## src/rtl/result_seq_pkg.sv

```systemverilog
// Shared sizing and state encoding for the result-sequence buffer controller.
package result_seq_pkg;

   localparam int unsigned RS_DEPTH = 10;
   localparam int unsigned RS_WIDTH = 32;
   localparam int unsigned RS_IDX_W = 4;

   typedef enum logic [1:0] {
      S_EMPTY = 2'd0,
      S_FILL  = 2'd1,
      S_FULL  = 2'd2
   } state_t;

endpackage

```

## src/rtl/rise_detect.sv

```systemverilog
// Registers the previous level of a signal and flags the cycle it first goes high.
module rise_detect (
   input  logic clk,
   input  logic reset_n,
   input  logic d,
   output logic rise_c
);

   logic prev_q;
   logic prev_d;

   always_comb begin
      prev_d = d;
   end

   always_ff @(posedge clk or negedge reset_n) begin
      if (!reset_n) begin
         prev_q <= 1'b0;
      end else begin
         prev_q <= prev_d;
      end
   end

   // Combinational so the write lands on the same edge that first samples the high level.
   assign rise_c = d & ~prev_q;

endmodule

```

## src/rtl/result_seq_ctrl.sv

```systemverilog
// Result-sequence store: captures FSM results on wr_req rising edges and steps a wrapping display index.
module result_seq_ctrl
   import result_seq_pkg::*;
#(
   parameter int unsigned DEPTH = RS_DEPTH,
   parameter int unsigned WIDTH = RS_WIDTH,
   parameter int unsigned IDX_W = RS_IDX_W
) (
   input  logic             clk,
   input  logic             reset_n,
   input  logic             wr_req,
   input  logic [WIDTH-1:0] wr_data,
   input  logic             nxt_stb,
   input  logic             clr_stb,
   output logic [WIDTH-1:0] rd_data,
   output logic [IDX_W-1:0] rd_idx,
   output logic [IDX_W-1:0] count,
   output logic             empty,
   output logic             full,
   output logic             ovf
);

   localparam logic [IDX_W-1:0] DEPTH_C = IDX_W'(DEPTH);
   localparam logic [IDX_W-1:0] ONE_C   = IDX_W'(1);

   state_t           state_q, state_d;
   logic [IDX_W-1:0] count_q, count_d;
   logic [IDX_W-1:0] rd_idx_q, rd_idx_d;
   logic             ovf_q, ovf_d;
   logic             empty_q, empty_d;
   logic             full_q, full_d;
   logic [WIDTH-1:0] mem_q [DEPTH];

   logic             wr_rise;
   logic             wr_en;
   logic [IDX_W-1:0] wr_addr;

   rise_detect u_wr_rise (
      .clk     (clk),
      .reset_n (reset_n),
      .d       (wr_req),
      .rise_c  (wr_rise)
   );

   // Next-state: clear is applied first, then any same-cycle write lands on top of it.
   always_comb begin
      state_d  = state_q;
      count_d  = count_q;
      rd_idx_d = rd_idx_q;
      ovf_d    = ovf_q;
      wr_en    = 1'b0;
      wr_addr  = count_q;

      if (clr_stb) begin
         state_d  = S_EMPTY;
         count_d  = '0;
         rd_idx_d = '0;
         ovf_d    = 1'b0;
      end else if (nxt_stb && (count_q != '0)) begin
         rd_idx_d = (rd_idx_q == (count_q - ONE_C)) ? '0 : (rd_idx_q + ONE_C);
      end

      if (wr_rise) begin
         if (clr_stb) begin
            wr_en   = 1'b1;
            wr_addr = '0;
            count_d = ONE_C;
            state_d = (DEPTH_C == ONE_C) ? S_FULL : S_FILL;
         end else if (state_q == S_FULL) begin
            ovf_d = 1'b1;
         end else begin
            wr_en   = 1'b1;
            count_d = count_q + ONE_C;
            state_d = (count_d == DEPTH_C) ? S_FULL : S_FILL;
         end
      end

      empty_d = (count_d == '0);
      full_d  = (count_d == DEPTH_C);
   end

   always_ff @(posedge clk or negedge reset_n) begin
      if (!reset_n) begin
         state_q  <= S_EMPTY;
         count_q  <= '0;
         rd_idx_q <= '0;
         ovf_q    <= 1'b0;
         empty_q  <= 1'b1;
         full_q   <= 1'b0;
         for (int unsigned i = 0; i < DEPTH; i++) begin
            mem_q[i] <= '0;
         end
      end else begin
         state_q  <= state_d;
         count_q  <= count_d;
         rd_idx_q <= rd_idx_d;
         ovf_q    <= ovf_d;
         empty_q  <= empty_d;
         full_q   <= full_d;
         if (wr_en) begin
            mem_q[wr_addr] <= wr_data;
         end
      end
   end

   // Stale entries survive a clear; masking on count hides them.
   assign rd_data = (count_q == '0) ? '0 : mem_q[rd_idx_q];
   assign rd_idx  = rd_idx_q;
   assign count   = count_q;
   assign empty   = empty_q;
   assign full    = full_q;
   assign ovf     = ovf_q;

endmodule

```

## config.mk

```make
export PLATFORM = sky130hd
export DESIGN_NAME = result_seq_ctrl
export DESIGN_NICKNAME = d
export VERILOG_FILES = /design/src/rtl/result_seq_pkg.sv /design/src/rtl/rise_detect.sv /design/src/rtl/result_seq_ctrl.sv
export SDC_FILE = /design/constraint.sdc
export NUM_CORES = 1
export LEC_CHECK = 0
export BUFFER_PORTS_ARGS = -buffer_cell sky130_fd_sc_hd__buf_2
export CELL_PAD_IN_SITES_DETAIL_PLACEMENT = 1
export CELL_PAD_IN_SITES_GLOBAL_PLACEMENT = 1
export CORE_MARGIN = 10
export CORE_UTILIZATION = 47
export DETAILED_ROUTE_END_ITERATION = 8
export PLACE_DENSITY_LB_ADDON = 0.1
export SLEW_MARGIN = 25
export SYNTH_ARGS = -nofsm -noshare
export SYNTH_HDL_FRONTEND = slang
export SYNTH_SLANG_ARGS = --single-unit
```

## constraint.sdc

```tcl
create_clock -name clk -period 1.84 [get_ports clk]
set_input_delay 0 -clock clk [delete_from_list [all_inputs] [get_ports clk]]
set_output_delay 0 -clock clk [all_outputs]
set_load 0.01 [all_outputs]
```

==> impl_metrics.env <==
export IMPL_outcome="complete, but fails checks"
export IMPL_violations_in_the_final_reports="negative setup slack"
export IMPL_antenna_diode_count=0
export IMPL_route_vias_total=9170
export IMPL_timing_final_hold_violations=0
export IMPL_timing_critical_path_mode_cell="sky130_fd_sc_hd__buf_4"
export IMPL_cts_clock_pin_slew_for_the_worst_setup_and_hold_paths_ns=0.06
export IMPL_chipHeight_um=201
export IMPL_synth_compound_gate_area_share_pct=2.13
export IMPL_htree_levels=2
export IMPL_setup_repair_after_global_routing_missed_its_margin="yes"
export IMPL_power_net_switching_w=0.00462
export IMPL_std_cell_rows=66
export IMPL_seq_area_frac_synth_pct=54.1
export IMPL_routed_via_density=5.61
export IMPL_top_level_ports=80
export IMPL_synth_edff_count=0
export IMPL_crit_path_start_kind="flip-flop"
export IMPL_cellInternalPower_w=0.0142
export IMPL_synth_simple_area_share_pct=2.25
export IMPL_detail_route_antenna_nets=0
export IMPL_yosysUniqueCellTypes=47
export IMPL_largest_family_of_logic_cells_by_synthesized_area="multiplexers"
export IMPL_floorplan_die_area_um2=40500
export IMPL_timing_setup_critical_path_class="reg -> out"
export IMPL_core_region_area_um2=32500
export IMPL_fin_nets=1208
export IMPL_grt_start_max_net_pins=57
export IMPL_yosysWarnings=0
export IMPL_synthesis_area_per_instance_um2=15.4
export IMPL_dpl_hpwl_mm=22.7
export IMPL_detail_route_wl_per_cell_um=24.2
export IMPL_grt_first_pass_wirelength_mm=60.7
export IMPL_drc_violations=0
export IMPL_final_max_slew_viol_count=0
export IMPL_synth_seq_cells=334
export IMPL_final_setup_skew_ns=0.0160
export IMPL_worstPathCellList="buf_4, buf_12, mux4_2, mux2i_1, buf_4, o22ai_1, buf_2"
export IMPL_critPathSlowestCell="sky130_fd_sc_hd__dfrtp_4"
export IMPL_min_period_ns=2.28
export IMPL_cell_area_after_synthesis_um2=15500
export IMPL_achievable_frequency_ghz=0.438
export IMPL_power_clock_fraction_pct=39.3
export IMPL_synth_area_in_adders_pct=0.405
export IMPL_hold_slack_ns=0.0307
export IMPL_clock_tree_from_tritoncts="done"
export IMPL_via_count_of_the_first_global_routing_pass=10200
export IMPL_power_share_combinational_pct=16.2
export IMPL_muxShareOfSynthArea_pct=37.3
export IMPL_setup_violations=36
export IMPL_final_core_utilization_pct=58.9
export IMPL_grt_antenna_before_repair=1
export IMPL_grtUsageTotal_pct=18.8
export IMPL_timing_worst_slew_pin_value_ns=0.504
export IMPL_swShare_pct=24.5
export IMPL_max_cap_violations=0
export IMPL_syn_inst=1004
export IMPL_dpl_cell_count=1499
export IMPL_power_static_leakage_nw=9.09
export IMPL_grt_overflow=0
export IMPL_period_share_pct=124
export IMPL_area_growth_pct=24.0
export IMPL_detailedRoute_firstIterationViolations=367
export IMPL_tritoncts_num_buffers=38
export IMPL_number_of_clock_sinks_seen_by_cts=334
export IMPL_cts_root_buffer="sky130_fd_sc_hd__clkbuf_16"
export IMPL_ffs_w_async_s_r_synth_pct=100
export IMPL_power_share_sequential_pct=44.5
export IMPL_globalplace_congestion=0.741
export IMPL_synthXorXnorAreaFrac_pct=0.453
export IMPL_start_util_pct=47.5
export IMPL_headroom_to_the_max_slew_limit_pct=66.4
export IMPL_dr_pass1_iters=4
export IMPL_postSynthNetCount=1046
export IMPL_die_x_um=201
export IMPL_finalWirelength_mm=39.6
export IMPL_rr_startpoint="rd_idx[0]$_DFFE_PN0P_"
export IMPL_cp_arrival_ns=2.28
export IMPL_crit_required_ns=1.84
export IMPL_slowest_delay_ns=0.52
export IMPL_power_density_nw_per_um2=981
export IMPL_cp_startpoint="rd_idx[0]$_DFFE_PN0P_"
export IMPL_worstHoldPathType="in -> async"
export IMPL_clk_insertion_delay_late_ns=0.52
export IMPL_timing_final_ws_setup_ns=-0.442
export IMPL_peak_fanout_along_the_critical_path=6
export IMPL_final_layout_size_suffix_gt1_share_pct=50.4
export IMPL_placement_io_buffers=79
export IMPL_cts_path_max_buffers=3
export IMPL_critPathCaptureType="output pin"
export IMPL_final_instance_count_excl_fill=1635
export IMPL_predominant_post_synthesis_flop_cell="sky130_fd_sc_hd__dfrtp_1"
export IMPL_irDropWorstVdd_mv=0.866
flip-flops by register name, indices dropped and copies added (netlist names):
signal and count:
count 4, empty 1, full 1, mem_q 320, ovf 1, rd_idx 4, state_q 2, u_wr_rise.prev_q 1
layout make-up:
cell class	count	area [µm²]
multi-input cells	568	6800
well taps	442	553
repair buffers	221	2220
inverters	3	11.3
clock inverters	5	53.8
fillers	3044	13400
flip-flops and latches	334	8370
clock buffers	62	1170
power by group through the flow:
stage               Clock [W]  Combinational, W  Sequential [W]
floorplan                   0           0.00174         0.00835
global placement            0           0.00261         0.00844
detailed placement          0           0.00267         0.00848
CTS                   0.00759           0.00293         0.00836
global route          0.00796           0.00329         0.00845
finish                0.00740           0.00304         0.00838
synthesized netlist by cell type, drive strengths merged, types with 5 or more instances:
cell / instances / share of area [%]
nor2: 14 / 0.40
clkbuf: 7 / 0.18
nand3: 11 / 0.58
ha: 5 / 0.40
mux2i: 64 / 4.1
nand2: 10 / 0.26
buf: 92 / 3.2
mux4: 64 / 9.3
a21oi: 6 / 0.19
mux2: 320 / 24
o22ai: 32 / 1.3
dfrtp: 333 / 54
timing repair:
action / in CTS / in global routing
setup endpoints to repair: 76 / 243
pin swaps: 7 / 13
resized for setup: 30 / 35
buffers inserted: 13 / 10
hold buffers: 36 / 0
hold endpoints to repair: 661 / 0
gates cloned: 5 / 7
logic make-up (layout without fill, tap and decap cells):
family                     after synthesis  after routing
adders and majority gates                5              5
buffers and inverters                  102            291
xor gates and xnor gates                 8              8
and+or+nand+nor                         58             58
DFF                                    334            334
AOI/OAI and AO/OA                       49             49
muxes                                  448            448
metrics by stage:
step	worst slack [ns]	total power, W	setup TNS (ns)	instance area (µm²)
after floorplan	0.0293	0.0101	0	15500
after global placement	0.0127	0.0111	0	16900
after detailed placement	-0.0322	0.0111	-0.450	16900
after CTS	-0.471	0.0189	-13.59	18800
after global routing	-0.527	0.0197	-16.36	19200
final	-0.442	0.0188	-12.60	19200
cell usage in the layout (no fill, tap or decap), types with 9 or more instances in the layout:
cell type | Yosys | routed
sky130_fd_sc_hd__buf_4 | 1 | 54
sky130_fd_sc_hd__dlygate4sd3_1 | 0 | 36
sky130_fd_sc_hd__clkbuf_16 | 0 | 45
sky130_fd_sc_hd__mux2_1 | 79 | 79
sky130_fd_sc_hd__buf_12 | 0 | 32
sky130_fd_sc_hd__mux2_2 | 221 | 221
sky130_fd_sc_hd__buf_6 | 11 | 9
sky130_fd_sc_hd__mux2_4 | 20 | 20
sky130_fd_sc_hd__mux2i_1 | 64 | 55
sky130_fd_sc_hd__clkbuf_1 | 6 | 12
sky130_fd_sc_hd__dfrtp_1 | 333 | 330
sky130_fd_sc_hd__buf_2 | 48 | 77
sky130_fd_sc_hd__nor2_1 | 12 | 11
sky130_fd_sc_hd__clkbuf_8 | 0 | 11
sky130_fd_sc_hd__o22ai_1 | 32 | 26
sky130_fd_sc_hd__mux4_2 | 64 | 64
path summary, 6_finish.rpt:
| check | end | slack [ns] | cells past startpoint |
|---|---|---|---|
| worst max register to register | rd_idx[3]$_DFFE_PN0P_ | -0.04 | 7 |
| worst min register to register | mem_q[220]$_DFFE_PN0P_ | 0.48 | 1 |
| worst max-delay path | rd_data[5] | -0.44 | 7 |
| max in group asynchronous | mem_q[306]$_DFFE_PN0P_ | 1.10 | 3 |
| min in group clk | u_wr_rise.prev_q$_DFF_PN0_ | 0.18 | 2 |
| worst min-delay path | full$_DFF_PN0_ | 0.03 | 2 |
worst max-delay path: cells and delay by family (launching register included):
| kind | cells | cell delay [ns] |
|---|---|---|
| buffers and inverters | 4 | 0.59 |
| AO/OA/AOI/OAI | 1 | 0.08 |
| multiplexers | 2 | 0.58 |
| flip-flops | 1 | 0.52 |
layer usage:
layer	track usage (%)	wire [µm]
met5	0	8
met1	25.4	17900
met2	31.3	19700
met4	3.84	693
met3	2.89	1280
Power figures use the tool's default switching activity.
